[config.mk]
export PLATFORM = sky130hd
export DESIGN_NAME = cofre_controle
export DESIGN_NICKNAME = d
export VERILOG_FILES = /design/src/rtl/cofre_controle.sv
export SDC_FILE = /design/constraint.sdc
export NUM_CORES = 1
export LEC_CHECK = 0
export BUFFER_PORTS_ARGS = -buffer_cell sky130_fd_sc_hd__buf_4
export CAP_MARGIN = 30
export CORE_UTILIZATION = 43
export CTS_CLUSTER_DIAMETER = 50
export CTS_CLUSTER_SIZE = 10
export DETAILED_ROUTE_END_ITERATION = 7
export MAX_ROUTING_LAYER = met4
export PLACE_DENSITY = 0.84
export SLEW_MARGIN = 20
export SYNTH_ARGS = -nofsm -noshare
export SYNTH_HDL_FRONTEND = slang
export SYNTH_SLANG_ARGS = --single-unit
[constraint.sdc]
create_clock -name clk -period 1.7 [get_ports clk]
set_clock_uncertainty 0.05 [all_clocks]
set_input_delay 0.17 -clock clk [delete_from_list [all_inputs] [get_ports clk]]
set_output_delay 0.17 -clock clk [all_outputs]
set_load 0.005 [all_outputs]
[src/rtl/cofre_controle.sv]
// cofre_controle: sequential front end of the safe.
// Holds the programmed password (senha) and the last user attempt (tentativa), feeds both to an
// external combinational checker and samples its led0/led1/led2 verdict one cycle later. Counts
// consecutive failures and enforces a timed lockout after MAX_FALHAS of them.
//
// Ports:
//   clk, reset           clock (rising edge) and synchronous active-high reset
//   tentativa_in, enviar attempt value and one-cycle submit pulse (honoured in IDLE)
//   senha_nova, gravar   new password and one-cycle program pulse (honoured in ABERTO)
//   fechar               one-cycle close pulse (honoured in ABERTO)
//   led0_in/1_in/2_in    checker verdict: exact / within 3 / wrong by more than 3
//   senha, tentativa     registered password and attempt, to the checker
//   aberto, ocupado,     state decodes: ABERTO, CHECK, BLOQUEIO
//   bloqueado
//   perto, erro          last failed attempt was close / last attempt failed
//   falhas               consecutive failure count
//
// Optional feature: define COFRE_AUTO_FECHAR_EN to close the safe automatically after
// TEMPO_ABERTO cycles in ABERTO without a gravar.

module cofre_controle #(
   parameter int unsigned      WIDTH           = 4,
   parameter logic [WIDTH-1:0] SENHA_INICIAL   = '0,
   parameter int unsigned      MAX_FALHAS      = 3,
   parameter int unsigned      BLOQUEIO_CICLOS = 16,
   parameter int unsigned      TEMPO_ABERTO    = 32
) (
   input  logic             clk,
   input  logic             reset,
   input  logic [WIDTH-1:0] tentativa_in,
   input  logic             enviar,
   input  logic [WIDTH-1:0] senha_nova,
   input  logic             gravar,
   input  logic             fechar,
   input  logic             led0_in,
   input  logic             led1_in,
   input  logic             led2_in,
   output logic [WIDTH-1:0] senha,
   output logic [WIDTH-1:0] tentativa,
   output logic             aberto,
   output logic             perto,
   output logic             erro,
   output logic             bloqueado,
   output logic             ocupado,
   output logic [1:0]       falhas
);

   localparam logic [1:0] StIdle     = 2'd0;
   localparam logic [1:0] StCheck    = 2'd1;
   localparam logic [1:0] StAberto   = 2'd2;
   localparam logic [1:0] StBloqueio = 2'd3;

   localparam int unsigned BloqW = (BLOQUEIO_CICLOS > 1) ? $clog2(BLOQUEIO_CICLOS) : 1;
   localparam logic [BloqW-1:0] BloqIni = BloqW'(BLOQUEIO_CICLOS - 1);

   localparam int unsigned AbreW = (TEMPO_ABERTO > 1) ? $clog2(TEMPO_ABERTO) : 1;
   localparam logic [AbreW-1:0] AbreFim = AbreW'(TEMPO_ABERTO - 1);

   localparam logic [2:0] MaxFalhas = 3'(MAX_FALHAS);

   logic [1:0]       state_q, state_d;
   logic [WIDTH-1:0] senha_q, senha_d;
   logic [WIDTH-1:0] tentativa_q, tentativa_d;
   logic             perto_q, perto_d;
   logic             erro_q, erro_d;
   logic [1:0]       falhas_q, falhas_d;
   logic [BloqW-1:0] timer_q, timer_d;
   logic [2:0]       falhas_inc;

`ifdef COFRE_AUTO_FECHAR_EN
   logic [AbreW-1:0] abre_cnt_q, abre_cnt_d;
`else
   logic unused_tempo;
   assign unused_tempo = ^AbreFim;
`endif

   // led2 is implied by !led0 && !led1; any non-exact verdict counts as a failure.
   logic unused_led2;
   assign unused_led2 = led2_in;

   // Widened by one bit so the saturation compare cannot wrap.
   assign falhas_inc = {1'b0, falhas_q} + 3'd1;

   always_comb begin
      state_d     = state_q;
      senha_d     = senha_q;
      tentativa_d = tentativa_q;
      perto_d     = perto_q;
      erro_d      = erro_q;
      falhas_d    = falhas_q;
      timer_d     = timer_q;
`ifdef COFRE_AUTO_FECHAR_EN
      abre_cnt_d  = abre_cnt_q;
`endif
      case (state_q)
         StIdle: begin
            if (enviar) begin
               tentativa_d = tentativa_in;
               perto_d     = 1'b0;
               erro_d      = 1'b0;
               state_d     = StCheck;
            end
         end
         StCheck: begin
            if (led0_in) begin
               state_d  = StAberto;
               falhas_d = 2'd0;
`ifdef COFRE_AUTO_FECHAR_EN
               abre_cnt_d = '0;
`endif
            end else begin
               erro_d  = 1'b1;
               perto_d = led1_in;
               if (falhas_inc >= MaxFalhas) begin
                  falhas_d = MaxFalhas[1:0];
                  timer_d  = BloqIni;
                  state_d  = StBloqueio;
               end else begin
                  falhas_d = falhas_inc[1:0];
                  state_d  = StIdle;
               end
            end
         end
         StAberto: begin
            // A write in the same cycle as fechar still lands.
            if (gravar) begin
               senha_d = senha_nova;
            end
            if (fechar) begin
               state_d = StIdle;
            end
`ifdef COFRE_AUTO_FECHAR_EN
            else if (gravar) begin
               abre_cnt_d = '0;
            end else if (abre_cnt_q == AbreFim) begin
               state_d = StIdle;
            end else begin
               abre_cnt_d = abre_cnt_q + 1'b1;
            end
`endif
         end
         StBloqueio: begin
            if (timer_q == '0) begin
               state_d  = StIdle;
               falhas_d = 2'd0;
            end else begin
               timer_d = timer_q - 1'b1;
            end
         end
         default: state_d = StIdle;
      endcase
   end

   always_ff @(posedge clk) begin
      if (reset) begin
         state_q     <= StIdle;
         senha_q     <= SENHA_INICIAL;
         tentativa_q <= '0;
         perto_q     <= 1'b0;
         erro_q      <= 1'b0;
         falhas_q    <= 2'd0;
         timer_q     <= '0;
      end else begin
         state_q     <= state_d;
         senha_q     <= senha_d;
         tentativa_q <= tentativa_d;
         perto_q     <= perto_d;
         erro_q      <= erro_d;
         falhas_q    <= falhas_d;
         timer_q     <= timer_d;
      end
   end

`ifdef COFRE_AUTO_FECHAR_EN
   always_ff @(posedge clk) begin
      if (reset) begin
         abre_cnt_q <= '0;
      end else begin
         abre_cnt_q <= abre_cnt_d;
      end
   end
`endif

   assign senha     = senha_q;
   assign tentativa = tentativa_q;
   assign perto     = perto_q;
   assign erro      = erro_q;
   assign falhas    = falhas_q;
   assign aberto    = (state_q == StAberto);
   assign ocupado   = (state_q == StCheck);
   assign bloqueado = (state_q == StBloqueio);

endmodule

==> metrics.csv <==
stage,metric,value,unit
cts,cts_sinks,18,
yosys,syn_area_per_cell,9.34,um^2
worst_setup_path,crit_family,simple AND/OR/NAND/NOR gates,
route,via_per_inst,5.38,
cells_and_area,syn_to_final_growth,34.2,%
cts,cts_tree,yes,
yosys,synth_top_flop_cell,dfxtp_1,
route,dr.pass1.iters,3,
die,die_area,2230,um^2
sta,tns,0,ps
yosys,syn_nets,111,
power,vdd_ir_drop_max,0.636,mV
die,rows,15,
worst_setup_path,critPathKind,reg -> reg,
die,initial_core_util,48.2,%
route,vias,807,
yosys,yosysMostFrequentCell,dfxtp_1,
cells_and_area,stdcell_count,150,
die,core,1820,um^2
cells_and_area,layout-drive-gt1-share,40.0,%
power,p_leak,0.521,nW
worst_setup_path,worst-path-max-fanout,3,
power,p_total,0.000866,W
yosys,synth_common_cells,"dfxtp_1 (18), nor2_1 (10), mux2i_1 (8)",
worst_setup_path,critPathBufInv,1,
yosys,synth_top_area_share,41.0,%
sta,slew_headroom,71.4,%
global_route,antenna_found_initial,0,
die,die_w,47.2,um
status,status,"complete, no violations",
worst_setup_path,required,1840,ps
cts,path_clk_slew,100,ps
cells_and_area,diodes,0,
route,dr.first_iter.drc_count,3,
yosys,synth_edf_count,0,
cts,cts_made_buffers,3,
sta,setup_viol,0,
placement,dp.cells,145,
yosys,synth_area,878,um^2
cells_and_area,layout.nets,143,
yosys,synth_warnings,0,
die,io_pins,31,
sta,max_freq,601,MHz
worst_setup_path,critPathCaptureType,flip-flop,
cts,ctsLongestPathBuffers,2,
route,drt-total-wl,1870,um
yosys,synth.distinct_cells,34,
die,die_h,47.2,um
route,antenna_left,0,
route,met3_length,131,um
yosys,yosysSeqAreaShare,41.0,%
cts,clk_latency,290,ps
route,wl_met2,871,um
global_route,grt_pass1_vias,689,
worst_setup_path,start_kind,flip-flop,
worst_setup_path,path_cells,"inv_1, ha_1, or3b_4, a21boi_4, mux2_1",
sta,period_share,97.8,%
yosys,yosysTopAreaCell,dfxtp_1,
sta,worst_pin_slew,427,ps
global_route,grt_overflow,0,
min_path,hp-class,in -> reg,
sta,fin_crit,1660,ps
placement,routabilityCongestion,0.738,
sta,hold_viol,0,
route,topRoutingLayerUsed,met4,
global_route,grt_pass1_wl,2850,um
sta,final_max_slew_viol_count,0,
yosys,yosys_register_bits,18,
route,wl_per_cell,12.5,um
global_route,grt_usage,19.1,%
flow_run,cap_violations,0,
worst_setup_path,rrSetupSlack,40,ps
power,cellPowerDensity,735,nW/um^2
global_route,grt_max_degree,20,
yosys,syn_inst,94,
yosys,synthTopCellsByArea,"dfxtp_1 (41%), mux2i_1 (9.1%), a211oi_1 (4.3%)",
cts,clock-root-buffer,clkbuf_4,
placement,hpwl,1310,um
route,wl_met1,836,um
worst_setup_path,cp_slowest_cell,or3b_4,
yosys,synthArstFlopShare,0,%
placement,io_buffers,29,
cts,cts_max_level,1,
cts,cts_hold_buf,0,
worst_setup_path,arrival,1810,ps
worst_setup_path,cpPeakStageDelay,420,ps
route,drc,0,
## timing repair
item | CTS | global route
setup buffers | 0 | 1
gates resized for setup | 1 | 6
endpoints found under the setup margin | 1 | 4
pin swaps | 0 | 1
## report_power, final
group	leakage, nW	switching, W	total (W)	internal, W
logic	0.352	0.0000545	0.000137	0.0000820
clock network	0.0210	0.000135	0.000266	0.000131
registers	0.148	0.0000238	0.000464	0.000440
## area by class of cell
class / instances / area, um^2
Timing Repair Buffer: 33 / 248
Multi-Input combinational cell: 65 / 479
Tap cell: 25 / 31.3
Sequential cell: 18 / 365
Fill cell: 163 / 642
Clock buffer: 4 / 36.3
Inverter: 5 / 18.8
## kinds of logic after synthesis
group	share of synthesized area, %
flip-flops	41.0
buffers and inverters	5.84
AND/OR/NAND/NOR	20.1
AO/OA/AOI/OAI	21.2
multiplexers	10.4
adder cells (fa/ha/maj)	1.42
## registers in the layout, indices dropped and copies added, names as in the netlist
name	cells
erro	1
falhas	2
perto	1
senha	4
state_q	2
tentativa	4
timer_q	4
## path summary, 6_finish.rpt
kind / endpoint / from / cells after the start
max: falhas[0]$_SDFFE_PP0P_ / timer_q[0]$_SDFFE_PP0P_ / 5
min: senha[1]$_SDFFE_PP0P_ / senha_nova[1] / 3
max reg2reg: falhas[0]$_SDFFE_PP0P_ / timer_q[0]$_SDFFE_PP0P_ / 5
min reg2reg: erro$_SDFFE_PP0P_ / erro$_SDFFE_PP0P_ / 2
## stage by stage
| stage | setup WS (ps) | area [um^2] | util, % | hold WS (ps) |
|---|---|---|---|---|
| 3_5_place_dp | 26.6 | 1120 | 61.4 | 361 |
| 3_3_place_gp | 70.6 | 1120 | 61.4 | 350 |
| 2_1_floorplan | 40.7 | 878 | - | 264 |
| 5_1_grt | -24.7 | 1180 | 64.7 | 38.6 |
| 6_report | 36.9 | 1180 | 64.7 | 50.7 |
| 4_1_cts | 41.6 | 1160 | 63.5 | 46.6 |
## per-layer routing
metal  global-route usage, %  vias up
met5                       -        -
met4                    4.57        0
met1                    22.2      371
met3                    8.08        4
li1                        -      398
met2                    30.3       34
## cells in the final DEF (no fill, tap or decap), types with 3 or more instances in the layout
| cell type | n |
|---|---|
| a211oi_1 | 3 |
| mux2i_1 | 8 |
| nand2_1 | 3 |
| clkbuf_4 | 3 |
| inv_1 | 4 |
| a21oi_1 | 4 |
| o21ai_0 | 5 |
| nor2_1 | 10 |
| dfxtp_1 | 14 |
| dfxtp_2 | 4 |
| nor2b_1 | 3 |
| buf_4 | 33 |
## worst reg2reg max path, cell delays in order, from the launching register on
cell	delay, ps
dfxtp_2	340
inv_1	50
ha_1	180
or3b_4	420
a21boi_4	180
mux2_1	330
No activity file was read; power rests on OpenSTA's default activity.
